`src/rtl/harris_scan_ctrl.sv`:
```
// Harris corner scan sequencer: walks windows, thresholds R,
// and queues corner events in a small FWFT FIFO.
module harris_scan_ctrl #(
  parameter int IMG_W      = 64,
  parameter int IMG_H      = 64,
  parameter int WIN        = 4,
  parameter int SCORE_LAT  = 1,
  parameter int FIFO_DEPTH = 4,
  parameter int CW = $clog2(IMG_W > IMG_H ? IMG_W : IMG_H)
) (
  input  logic          clk_i,
  input  logic          rst_i,
  input  logic          start_i,
  input  logic          abort_i,
  input  logic [63:0]   thresh_i,
  output logic          win_load_o,
  output logic [CW-1:0] win_x_o,
  output logic [CW-1:0] win_y_o,
  input  logic          win_ack_i,
  input  logic [63:0]   score_R_i,
  output logic          corner_valid_o,
  input  logic          corner_ready_i,
  output logic [CW-1:0] corner_x_o,
  output logic [CW-1:0] corner_y_o,
  output logic [63:0]   corner_R_o,
  output logic          busy_o,
  output logic          done_o,
  output logic [15:0]   corner_count_o
);

  localparam int AW = $clog2(FIFO_DEPTH);
  localparam int LW = $clog2(SCORE_LAT + 1);
  localparam logic [CW-1:0] XMAX = CW'(IMG_W - WIN);
  localparam logic [CW-1:0] YMAX = CW'(IMG_H - WIN);

  typedef enum logic [2:0] {
    S_IDLE, S_LOAD, S_SCORE, S_EVAL, S_ADV, S_DRAIN, S_DONE
  } state_e;

  state_e             state_q;
  logic [CW-1:0]      x_q, y_q;
  logic signed [63:0] thr_q;
  logic [15:0]        cnt_q;
  logic [LW-1:0]      lat_q;
  logic               load_q, busy_q, done_q;

  logic [CW-1:0] fx_q [FIFO_DEPTH];
  logic [CW-1:0] fy_q [FIFO_DEPTH];
  logic [63:0]   fr_q [FIFO_DEPTH];
  logic [AW:0]   wp_q, rp_q, wp_d, rp_d;

  logic empty, full, pop, push, hit;

  assign empty = (wp_q == rp_q);
  assign full  = (wp_q[AW] != rp_q[AW]) &&
                 (wp_q[AW-1:0] == rp_q[AW-1:0]);
  assign pop   = !empty && corner_ready_i;
  assign hit   = $signed(score_R_i) > thr_q;
  // a pop frees the slot the same cycle, so a full FIFO can still take a push
  assign push  = (state_q == S_EVAL) && hit &&
                 (!full || pop) && !abort_i;

  always_comb begin
    wp_d = wp_q;
    rp_d = rp_q;
    if (push) wp_d = wp_q + 1'b1;
    if (pop)  rp_d = rp_q + 1'b1;
  end

  always_ff @(posedge clk_i) begin
    if (rst_i || abort_i) begin
      wp_q <= '0;
      rp_q <= '0;
    end else begin
      wp_q <= wp_d;
      rp_q <= rp_d;
    end
  end

  always_ff @(posedge clk_i) begin
    if (push) begin
      fx_q[wp_q[AW-1:0]] <= x_q;
      fy_q[wp_q[AW-1:0]] <= y_q;
      fr_q[wp_q[AW-1:0]] <= score_R_i;
    end
  end

  always_ff @(posedge clk_i) begin
    if (rst_i) begin
      state_q <= S_IDLE;
      x_q     <= '0;
      y_q     <= '0;
      thr_q   <= '0;
      cnt_q   <= '0;
      lat_q   <= '0;
      load_q  <= 1'b0;
      busy_q  <= 1'b0;
      done_q  <= 1'b0;
    end else begin
      done_q <= 1'b0;
      if (abort_i) begin
        state_q <= S_IDLE;
        load_q  <= 1'b0;
        busy_q  <= 1'b0;
      end else begin
        unique case (state_q)
          S_IDLE: if (start_i) begin
            thr_q   <= $signed(thresh_i);
            x_q     <= '0;
            y_q     <= '0;
            cnt_q   <= '0;
            load_q  <= 1'b1;
            busy_q  <= 1'b1;
            state_q <= S_LOAD;
          end
          S_LOAD: if (win_ack_i) begin
            lat_q   <= LW'(SCORE_LAT);
            load_q  <= 1'b0;
            state_q <= S_SCORE;
          end
          S_SCORE: begin
            lat_q <= lat_q - 1'b1;
            if (lat_q == LW'(1)) state_q <= S_EVAL;
          end
          S_EVAL: begin
            if (!hit) begin
              state_q <= S_ADV;
            end else if (push) begin
              if (cnt_q != 16'hFFFF) cnt_q <= cnt_q + 16'd1;
              state_q <= S_ADV;
            end
          end
          S_ADV: begin
            if (x_q == XMAX && y_q == YMAX) begin
              state_q <= S_DRAIN;
            end else begin
              if (x_q < XMAX) begin
                x_q <= x_q + 1'b1;
              end else begin
                x_q <= '0;
                y_q <= y_q + 1'b1;
              end
              load_q  <= 1'b1;
              state_q <= S_LOAD;
            end
          end
          S_DRAIN: if (empty) begin
            done_q  <= 1'b1;
            state_q <= S_DONE;
          end
          S_DONE: begin
            busy_q  <= 1'b0;
            state_q <= S_IDLE;
          end
          default: state_q <= S_IDLE;
        endcase
      end
    end
  end

  assign win_load_o     = load_q;
  assign win_x_o        = x_q;
  assign win_y_o        = y_q;
  assign busy_o         = busy_q;
  assign done_o         = done_q;
  assign corner_count_o = cnt_q;
  assign corner_valid_o = !empty;
  assign corner_x_o = empty ? '0 : fx_q[rp_q[AW-1:0]];
  assign corner_y_o = empty ? '0 : fy_q[rp_q[AW-1:0]];
  assign corner_R_o = empty ? '0 : fr_q[rp_q[AW-1:0]];

endmodule

```
`config.mk`:
```
export PLATFORM = sky130hd
export DESIGN_NAME = harris_scan_ctrl
export DESIGN_NICKNAME = d
export VERILOG_FILES = /design/src/rtl/harris_scan_ctrl.sv
export SDC_FILE = /design/constraint.sdc
export NUM_CORES = 1
export LEC_CHECK = 0
export CORE_MARGIN = 10
export CORE_UTILIZATION = 50
export CTS_BUF_LIST = sky130_fd_sc_hd__clkbuf_16
export DETAILED_ROUTE_END_ITERATION = 8
export GPL_TIMING_DRIVEN = 0
export MAX_ROUTING_LAYER = met4
export PLACE_DENSITY = 0.84
export SLEW_MARGIN = 10
export SYNTH_ARGS = -nofsm -noshare
export SYNTH_HDL_FRONTEND = slang
export SYNTH_SLANG_ARGS = --single-unit
```
`constraint.sdc`:
```
create_clock -name clk_i -period 5.3 [get_ports clk_i]
set_input_delay 0.795 -clock clk_i [delete_from_list [all_inputs] [get_ports clk_i]]
set_output_delay 0.795 -clock clk_i [all_outputs]
set_load 0.03 [all_outputs]
```
==> run metrics <==
port buffer count=240; fraction of power spent switching nets=21.95%; crit path capture type=flip-flop; run status=finished clean; share of the synthesized area in the top cell type=52.19%; setup slack of the critical path after layout=0.3311 ns; via count of the routed design=11,547; post-synth cell types=57; multi-input combinational cell area=5754 µm²; NumNets Final=1,773; synthesis warning total=0; time the worst path needs with I/O delays and setup=4.969 ns; number of max-cap violations=0; met2 layer usage reported by global route=34.25%; Filler cells=2,576; die extent in x=207.0 µm; total setup violations reported at the end of the flow=0; worst min path class=reg -> reg; number of antenna violations at the first check in global routing=5; first drt pass iteration count=5; largest family of logic cells by synthesized area=simple AND/OR/NAND/NOR gates; predominant post-synthesis flop cell=edfxtp_1; aggregate routed wire length=46,300 µm; dominant cell type by count on the critical path=nand4_1; ratio of cells with drive above 1 in the final layout=9.694%; H-tree depth=2; cell family with the largest share of critical-path delay=simple AND/OR/NAND/NOR gates; biggest area contributors in the synthesized netlist=edfxtp_1, dfxtp_1, mux4_2; proportion of power drawn by combinational gates=5.7%; number of synthesized register bits=411; synthesized-area fraction occupied by and/or/nand/nor cells=11.07%; worst-case vdd ir drop=225.5 µV; portion of the post-synthesis area used by sequential elements=64.43%; routed vias/inst=5.608; area taken by flip-flops and latches=11,270 µm²; height of the chip=207.0 µm; Total Die Area=42,870 µm²; Setup TNS=0 ns; Internal=5.084 mW; worst slack, placed=-0.7583 ns; synthesized-area fraction occupied by ao, oa, aoi and oai cells=5.279%; total number of clock tree sinks=411; total count of hold-check failures in the final report=0; hold buffer count at CTS=0; EDFF count, synth=304; Synth Net Count=1,482; met1 layer usage reported by global route=26.35%; vias in the first global route=11,855; post-route antenna net violation count=0; Buf/Inv on CP=3; CP Data Required Time=5.53 ns; post-synth design cell area=17,490 µm²; power density over cell area=297.9 nW/µm²; first-pass GRT wire length=69,720 µm; RSZ-0062 raised after global routing=false; final cycle utilization of the critical path=93.75%; GRT Residual Overflow=0; tightest slew margin relative to the limit=21.63%; post-detailed-route wirelength per cell=22.49 µm; Seq pwr share=53.5%; DRC errors left=0; area leader, netlist=edfxtp_1; insertion delay of the later-clocked pin in the worst-skew pair=0.55 ns; initial core utilization=50.64%; category of the critical setup timing path=in -> reg; peak fanout along the critical path=39; xor/xnor cell area share of the yosys netlist=0.7010%; Pins Over Slew Limit=0; share of cell area taken by muxes after synthesis=10.25%; root buf cell=clkbuf_16; delay of the slowest cell on the worst path=0.53 ns; global routing's busiest layer=met2; Clock transition at path regs=0.06 ns; total clock buffers created by CTS=42; CTS tree=done; transition at the pin with the smallest max-transition slack=1.176 ns; net load switching power=1.430 mW; power share of the clock group=40.8%; crit-path cells=clkdlybuf4s50_1 > ha_1 > nand4_1 > nor4_4 > nand4_1 > a31oi_1 > nor3_1 > and4b_1 > nor3_2 > buf_2 > and2_4 > buf_16; Mapped Avg Cell Area=13.73 µm²; Achievable Freq=201.3 MHz; CTS max path bufs=3; global-route usage over all layers=21.38%; HPWL reported at the end of detailed placement=31,770 µm; met3 usage in global routing=5.340%; post-synthesis adder-cell area fraction=5.293%; reported leakage power=7.200 nW; worst setup skew after layout=0.01909 ns; weighted congestion at the end of routability-driven global placement=0.8914; initial detailed-routing violation count=887; share of async-settable or async-resettable flops after synthesis=0%; number of placed I/O pins=242; Post-CTS Setup Bufs=0; synthesized instance count=1,274; area of the placeable core=34,540 µm²; number of cell rows=68; Area growth syn-to-layout=25.01%; library cell contributing the largest single delay on the critical path=nor4_4; Critical Path AT=5.20 ns; total power draw=6.514 mW; largest net degree at the start of global routing=48; critical path launch point type=primary input
-- routing by layer --
metal	routed length [µm]	vias to the layer above
met5	0	-
met4	1238	0
met3	3575	76
met2	22710	447
met1	18780	5714
li1	-	5310
-- flip-flops by register name, indices dropped and copies added, names as in the netlist, named ones only --
name            cells
fx_q               24
state_q             3
fr_q              256
win_x_o             6
win_load_o          1
corner_count_o     16
done_o              1
thr_q              64
fy_q               24
lat_q               1
wp_q                3
rp_q                3
busy_o              1
win_y_o             6
-- final timing paths --
path	endpoint	cells past startpoint	slack (ns)	startpoint
hold reg to reg	thr_q[9]	2	0.45	thr_q[9]
setup / recovery	fr_q[1][37]	12	0.33	score_R_i[63]
hold / removal	thr_q[9]	2	0.45	thr_q[9]
setup reg to reg	fr_q[1][37]	12	0.73	thr_q[63]
-- cell usage in the layout, fill, tap and decap left out, types with 7 or more instances in the layout --
| cell type | instances |
|---|---|
| edfxtp_1 | 304 |
| mux4_2 | 76 |
| o21ai_0 | 16 |
| inv_1 | 91 |
| and2_1 | 79 |
| clkinv_1 | 10 |
| nand2_1 | 176 |
| mux2i_1 | 7 |
| nor3_1 | 13 |
| nand3_1 | 19 |
| nand4_1 | 25 |
| clkbuf_16 | 42 |
| buf_1 | 7 |
| a21oi_1 | 102 |
| nor2_1 | 37 |
| dfxtp_1 | 107 |
| clkdlybuf4s50_1 | 240 |
| nand2b_1 | 8 |
| ha_1 | 74 |
| xor2_1 | 10 |
| clkbuf_1 | 49 |
-- worst reg2reg max path, delay by kind of cell (launching register included) --
family          cells  cell delay (ns)
compound gates      1             0.40
buf+inv             3             0.72
flops               1             0.32
fa+ha+maj           1             0.34
simple gates        7             2.41
-- cells in the mapped netlist (all sizes together) (4+ instances only) --
master / instances
edfxtp: 304
nand2: 176
dfxtp: 107
a21oi: 103
and2: 83
inv: 76
mux4: 76
ha: 74
clkbuf: 49
nor2: 37
nand4: 25
nand3: 19
o21ai: 17
nor3: 14
buf: 11
xor2: 10
nand2b: 8
nor4: 8
mux2i: 7
and3: 6
a21o: 5
o211ai: 5
o31ai: 5
xnor2: 4
-- cell families (layout without fill, tap and decap cells) --
group,after synthesis,count (layout)
DFF,411,411
and+or+nand+nor,396,399
AOI/OAI and AO/OA,159,159
buffers and inverters,136,458
muxes,84,84
adders and majority gates,74,74
xor gates and xnor gates,14,14
other,0,5
-- stage by stage --
step / std cells / instance area (µm²) / hold slack (ns) / utilization [%]
floorplan: 1274 / 17490 / 0.4363 / -
global placement: 1969 / 20460 / 0.4433 / 59.24
detailed placement: 1973 / 20580 / 0.4466 / 59.59
CTS: 2052 / 21830 / 0.4544 / 63.21
global route: 2059 / 21870 / 0.4711 / 63.31
finish: 2059 / 21870 / 0.4540 / 63.31
-- power by group through the flow --
| stage | Clock (mW) | Combinational [mW] | Sequential (mW) |
|---|---|---|---|
| after floorplan | 0 | 0.159 | 3.55 |
| after global placement | 0 | 0.350 | 3.55 |
| after detailed placement | 0 | 0.364 | 3.55 |
| after CTS | 2.70 | 0.369 | 3.49 |
| after global routing | 2.82 | 0.409 | 3.49 |
| final | 2.66 | 0.370 | 3.49 |
-- layout make-up --
class | instances | share of cell area [%]
flip-flops and latches | 411 | 51.54
multi-input cells | 730 | 26.31
repair buffers | 244 | 11.49
clock buffers | 42 | 4.806
well taps | 455 | 2.603
inverters | 76 | 1.304
plain buffers | 60 | 1.081
clock inverters | 36 | 0.8067
diodes | 5 | 0.05721
-- timing repair --
action                     4_1_cts  5_1_grt
pin swaps                        1        2
setup endpoints to repair      131      173
gates resized for setup          2        1
gates cloned                     1        2
Power figures use the tool's default switching activity.
